`src/rtl/traffic_sensor_conditioner.sv`:
```
`default_nettype none
// ============================================================================
// Module      : traffic_sensor_conditioner
// Description : Synchronizes and debounces loop/ped/emergency sensors, emits
//               car arrival pulses and an emergency override with fault lockout.
// Revision    : 1.0 - initial release
// ============================================================================
module traffic_sensor_conditioner #(
    parameter int DEBOUNCE_CYCLES = 4,
    parameter int EMG_HOLD        = 8,
    parameter int EMG_MAX         = 64
) (
    input  logic       clk,
    input  logic       rst,
    input  logic       loop_raw,
    input  logic       ped_raw,
    input  logic       emg_raw,
    input  logic       fault_clr,
    output logic       car_detected,
    output logic       emergency,
    output logic       emg_fault,
    output logic [7:0] car_total
);

    localparam int c_DB_W   = $clog2(DEBOUNCE_CYCLES + 1);
    localparam int c_DUR_W  = $clog2(EMG_MAX + 1);
    localparam int c_HOLD_W = $clog2(EMG_HOLD + 1);

    localparam logic [c_DB_W-1:0]   c_DB_ONE     = c_DB_W'(1);
    localparam logic [c_DB_W-1:0]   c_DB_LIMIT   = c_DB_W'(DEBOUNCE_CYCLES);
    localparam logic [c_DUR_W-1:0]  c_DUR_ONE    = c_DUR_W'(1);
    localparam logic [c_DUR_W-1:0]  c_DUR_LIMIT  = c_DUR_W'(EMG_MAX);
    localparam logic [c_HOLD_W-1:0] c_HOLD_ONE   = c_HOLD_W'(1);
    localparam logic [c_HOLD_W-1:0] c_HOLD_LIMIT = c_HOLD_W'(EMG_HOLD);

    typedef enum logic [1:0] {
        S_IDLE    = 2'd0,
        S_ACTIVE  = 2'd1,
        S_HOLD    = 2'd2,
        S_LOCKOUT = 2'd3
    } emg_state_t;

    // Channel order in the vectors below: [0] loop, [1] ped, [2] emergency
    logic [2:0] w_raw;
    logic [2:0] r_sync1;
    logic [2:0] r_sync2;
    logic [2:0] w_deb;
    logic [1:0] r_deb_d;

    assign w_raw = {emg_raw, ped_raw, loop_raw};

    always_ff @(posedge clk or negedge rst) begin
        if (!rst) begin
            r_sync1 <= 3'b000;
            r_sync2 <= 3'b000;
        end else begin
            r_sync1 <= w_raw;
            r_sync2 <= r_sync1;
        end
    end

    for (genvar i = 0; i < 3; i++) begin : g_debounce
        logic              r_state;
        logic [c_DB_W-1:0] r_cnt;

        always_ff @(posedge clk or negedge rst) begin
            if (!rst) begin
                r_state <= 1'b0;
                r_cnt   <= '0;
            end else if (r_sync2[i] == r_state) begin
                r_cnt <= '0;
            end else if (r_cnt + c_DB_ONE == c_DB_LIMIT) begin
                r_state <= r_sync2[i];
                r_cnt   <= '0;
            end else begin
                r_cnt <= r_cnt + c_DB_ONE;
            end
        end

        assign w_deb[i] = r_state;
    end

    // Arrival pulse: one per cycle even if loop and ped qualify together
    logic [1:0] w_rise;
    logic       w_car;
    logic       r_car;
    logic [7:0] r_total;
    logic       r_emergency;

    assign w_rise = w_deb[1:0] & ~r_deb_d;
    assign w_car  = (|w_rise) & ~r_emergency;

    always_ff @(posedge clk or negedge rst) begin
        if (!rst) begin
            r_deb_d <= 2'b00;
            r_car   <= 1'b0;
            r_total <= 8'd0;
        end else begin
            r_deb_d <= w_deb[1:0];
            r_car   <= w_car;
            if (w_car && (r_total != 8'hFF)) begin
                r_total <= r_total + 8'd1;
            end
        end
    end

    emg_state_t          r_state;
    emg_state_t          w_next;
    logic [c_DUR_W-1:0]  r_dur;
    logic [c_DUR_W-1:0]  w_dur_next;
    logic [c_HOLD_W-1:0] r_hold;
    logic [c_HOLD_W-1:0] w_hold_next;
    logic                w_fault_set;
    logic                r_fault;

    always_comb begin
        w_next      = r_state;
        w_dur_next  = r_dur;
        w_hold_next = r_hold;
        w_fault_set = 1'b0;
        case (r_state)
            S_IDLE: begin
                if (w_deb[2]) begin
                    w_next     = S_ACTIVE;
                    w_dur_next = '0;
                end
            end
            S_ACTIVE: begin
                w_dur_next = r_dur + c_DUR_ONE;
                // Reaching the duration limit takes priority over a release
                if (w_dur_next == c_DUR_LIMIT) begin
                    w_next      = S_LOCKOUT;
                    w_fault_set = 1'b1;
                end else if (!w_deb[2]) begin
                    w_next      = S_HOLD;
                    w_hold_next = '0;
                end
            end
            S_HOLD: begin
                if (w_deb[2]) begin
                    w_next     = S_ACTIVE;
                    w_dur_next = '0;
                end else begin
                    w_hold_next = r_hold + c_HOLD_ONE;
                    if (w_hold_next == c_HOLD_LIMIT) begin
                        w_next = S_IDLE;
                    end
                end
            end
            S_LOCKOUT: begin
                if (!w_deb[2]) begin
                    w_next = S_IDLE;
                end
            end
            default: begin
                w_next = S_IDLE;
            end
        endcase
    end

    always_ff @(posedge clk or negedge rst) begin
        if (!rst) begin
            r_state     <= S_IDLE;
            r_dur       <= '0;
            r_hold      <= '0;
            r_emergency <= 1'b0;
            r_fault     <= 1'b0;
        end else begin
            r_state     <= w_next;
            r_dur       <= w_dur_next;
            r_hold      <= w_hold_next;
            r_emergency <= (w_next == S_ACTIVE) || (w_next == S_HOLD);
            r_fault     <= w_fault_set | (r_fault & ~fault_clr);
        end
    end

    assign car_detected = r_car;
    assign emergency    = r_emergency;
    assign emg_fault    = r_fault;
    assign car_total    = r_total;

endmodule
`default_nettype wire
```
`config.mk`:
```
export PLATFORM = sky130hd
export DESIGN_NAME = traffic_sensor_conditioner
export DESIGN_NICKNAME = d
export VERILOG_FILES = /design/src/rtl/traffic_sensor_conditioner.sv
export SDC_FILE = /design/constraint.sdc
export NUM_CORES = 1
export LEC_CHECK = 0
export CAP_MARGIN = 20
export CELL_PAD_IN_SITES_DETAIL_PLACEMENT = 2
export CELL_PAD_IN_SITES_GLOBAL_PLACEMENT = 2
export CORE_ASPECT_RATIO = 0.7
export CORE_UTILIZATION = 38
export CTS_CLUSTER_DIAMETER = 80
export DETAILED_ROUTE_END_ITERATION = 8
export GPL_ROUTABILITY_DRIVEN = 0
export GPL_TIMING_DRIVEN = 0
export MAX_ROUTING_LAYER = met4
export PLACE_DENSITY_LB_ADDON = 0.25
export SKIP_LAST_GASP = 1
export SLEW_MARGIN = 20
export SYNTH_ARGS = -nofsm -noshare
export SYNTH_HDL_FRONTEND = slang
export SYNTH_SLANG_ARGS = --single-unit
```
`constraint.sdc`:
```
create_clock -name clk -period 1.8 [get_ports clk]
set_input_delay 0.18 -clock clk [delete_from_list [all_inputs] [get_ports clk]]
set_output_delay 0.18 -clock clk [all_outputs]
set_load 0.005 [all_outputs]
```
==> reports/qor.yml <==
num-fill-cells: 519
worstSetupPathType: "reg -> reg"
wl_per_cell_um: 19.2
whs_ps: 313
drv_cap: 0
critical_path.max_fanout: 6
slew_viol_final: 0
coreArea_mm2: 0.00494
drt_iter0_drc: 27
die_h_um: 62.8
vias: 1400
syn_to_final_growth_pct: 23.5
cts-root-buf: "clkbuf_8"
final_common_cell: "dfrtp_1"
layout_common_cells: "dfrtp_1, nand2_1, clkdlybuf4s50_1, xor2_1, xnor2_1"
num_io_pins: 17
synth-seq-cells: 44
slew_headroom_pct: 68.0
synth_cell_types: 43
multi_input_area_um2: 911
antenna_cells: 0
start_util_pct: 40.7
ys_seq_area_share_pct: 54.8
leakage_nw: 1.10
ys_warn_count: 0
fin_util_pct: 50.2
yosysTopAreaCell: "dfrtp_1"
startpoint_type: "flip-flop"
totalWireLength_mm: 5.17
powerDensity_mw_per_mm2: 1480
r2r_end: "r_hold[0]$_DFFE_PN0P_"
dr.pass1.iters: 4
period_minus_slack_ps: 1750
setup_tns_ps: 0
stdcell_count: 269
hold_viol_final: 0
synthTopCellsByArea: "dfrtp_1, ha_1, xor2_1, xnor2_1, nand2_1"
skew_ps: 6.61
cp.arrival_ps: 1900
die_w_um: 88.9
ys_dominant_reg_cell: "dfrtp_1"
rsz0062_at_grt: "yes"
totalPowerFinal_w: 0.00367
synthCells: 170
grt_usage_pct: 21.2
reg2regPathDepth: 5
status: "completed"
synth_area_mm2: 0.00201
timing.fmax_mhz: 572
hold_path_class: "in -> async"
synth_nets: 186
cp-end-kind: "flip-flop"
synth-async-reset-ratio_pct: 100
grt_pass1_vias: 1620
tightest_slew_ps: 479
cts.sinks: 44
vias_per_cell: 5.20
overflow: 0
cts_tree: "built"
endpoint: "r_hold[0]$_DFFE_PN0P_"
min_period_over_period_pct: 97.2
seqCellArea_mm2: 0.00110
antenna_found_initial: 0
synth_top_area_share_pct: 54.8
cts_buffer_depth: 2
port_buffers: 16
critPathLaunch: "r_dur[0]$_DFFE_PN0P_"
r2r_start: "r_dur[0]$_DFFE_PN0P_"
post-route-drc-count: 0
worst_skew_pair.late_latency_ps: 310
ir_drop_uv: 941
clkTransAtPathRegs_ps: 80
ctsHtreeMaxLevel: 2
dieArea_mm2: 0.00559
grt_max_degree: 32
cp.required_ps: 1950
grt_pass1_wl_mm: 8.37
dp_cells: 256
postSynthAreaPerCell_um2: 11.8
setup_viol: 0
nets: 216
r2r_slack_ps: 50
hpwl_mm: 3.50
synth-edff-count: 0
drive_gt1_share_pct: 18.0
cts_buffers: 5
ant_nets: 0
rows: 21
## report_power, final
part / switching [W] / internal, W / leakage (nW) / total [W]
Clock: 0.000342 / 0.000546 / 0.0642 / 0.000888
Combinational: 0.000626 / 0.000593 / 0.467 / 0.00122
Sequential: 0.000301 / 0.00127 / 0.568 / 0.00157
## synth_stat cells, types with 2 or more instances
cell	instances
nor3b_1	2
clkbuf_1	2
nand4_1	2
nor2_2	2
a211oi_1	3
nand2b_1	3
nor2b_1	4
nor2_1	3
a21oi_1	5
ha_1	10
nand2_1	17
and2_1	2
o21ai_0	8
xor2_1	11
dfrtp_1	44
mux2_2	4
nand3_1	4
xnor2_1	10
inv_1	4
nor3_1	4
and3_1	4
## what timing repair did
action / CTS / global route
gates resized for setup: 4 / 7
hold buffers: 1 / 0
setup endpoints to repair: 8 / 14
setup buffers: 2 / 3
pin swaps: 2 / 4
endpoints found under the hold margin: 13 / 0
## stage by stage
step | worst slack, ps | area (µm²)
after floorplan | 87.3 | 2010
after global routing | -30.5 | 2480
after global placement | -589 | 2260
final | 50.4 | 2480
after CTS | 2.56 | 2440
after detailed placement | -92.3 | 2270
## layout make-up
type                            instances  area share (%)
Sequential cell                        44            44.5
Timing Repair Buffer                   23            8.98
Buffer                                  3           0.555
Multi-Input combinational cell        119            36.7
Inverter                                4           0.605
Clock inverter                          2            2.42
Tap cell                               69            3.48
Clock buffer                            5            2.77
## sequential cells by signal (all words and copies together), names as in the netlist
signal / cells
car_detected: 1
r_dur: 7
g_debounce.r_state: 3
r_hold: 4
emg_fault: 1
g_debounce.r_cnt: 9
r_sync1: 3
emergency: 1
car_total: 8
r_state: 2
r_deb_d: 2
r_sync2: 3
## worst min-delay path by stage
stage,from,depth (start not counted),end,slack [ps]
floorplan,rst,0,car_detected$_DFF_PN0_,-120
global placement,r_sync1[0]$_DFF_PN0_,0,r_sync2[0]$_DFF_PN0_,330
detailed placement,rst,1,r_state[1]$_DFF_PN0_,110
CTS,loop_raw,1,r_sync1[0]$_DFF_PN0_,310
global route,loop_raw,1,r_sync1[0]$_DFF_PN0_,300
finish,rst,2,r_state[1]$_DFF_PN0_,310
## routing by layer
metal | track usage (%) | share of wire [%] | wire length (µm) | vias up
li1 | - | - | - | 651
met1 | 23.6 | 40 | 2090 | 720
met2 | 37.5 | 55 | 2840 | 21
met3 | 4.36 | 3.1 | 162 | 8
met4 | 7.26 | 1.5 | 75 | 0
met5 | - | 0 | 0 | -
## worst max-delay path, stage by stage (launching register included)
cell and delay [ps]:
dfrtp_2 470, ha_4 200, and3_2 200, a32o_2 290
a211oi_4 350, a311oi_1 90
## kinds of logic after synthesis
family                   synth area share (%)
XOR/XNOR                                 9.15
buffers and inverters                    1.37
AND/OR/NAND/NOR                          15.0
flip-flops                               54.8
multiplexers                             2.74
AO/OA/AOI/OAI                            10.7
adder cells (fa/ha/maj)                  6.23
Note: power is estimated with default switching activity, not from simulation.
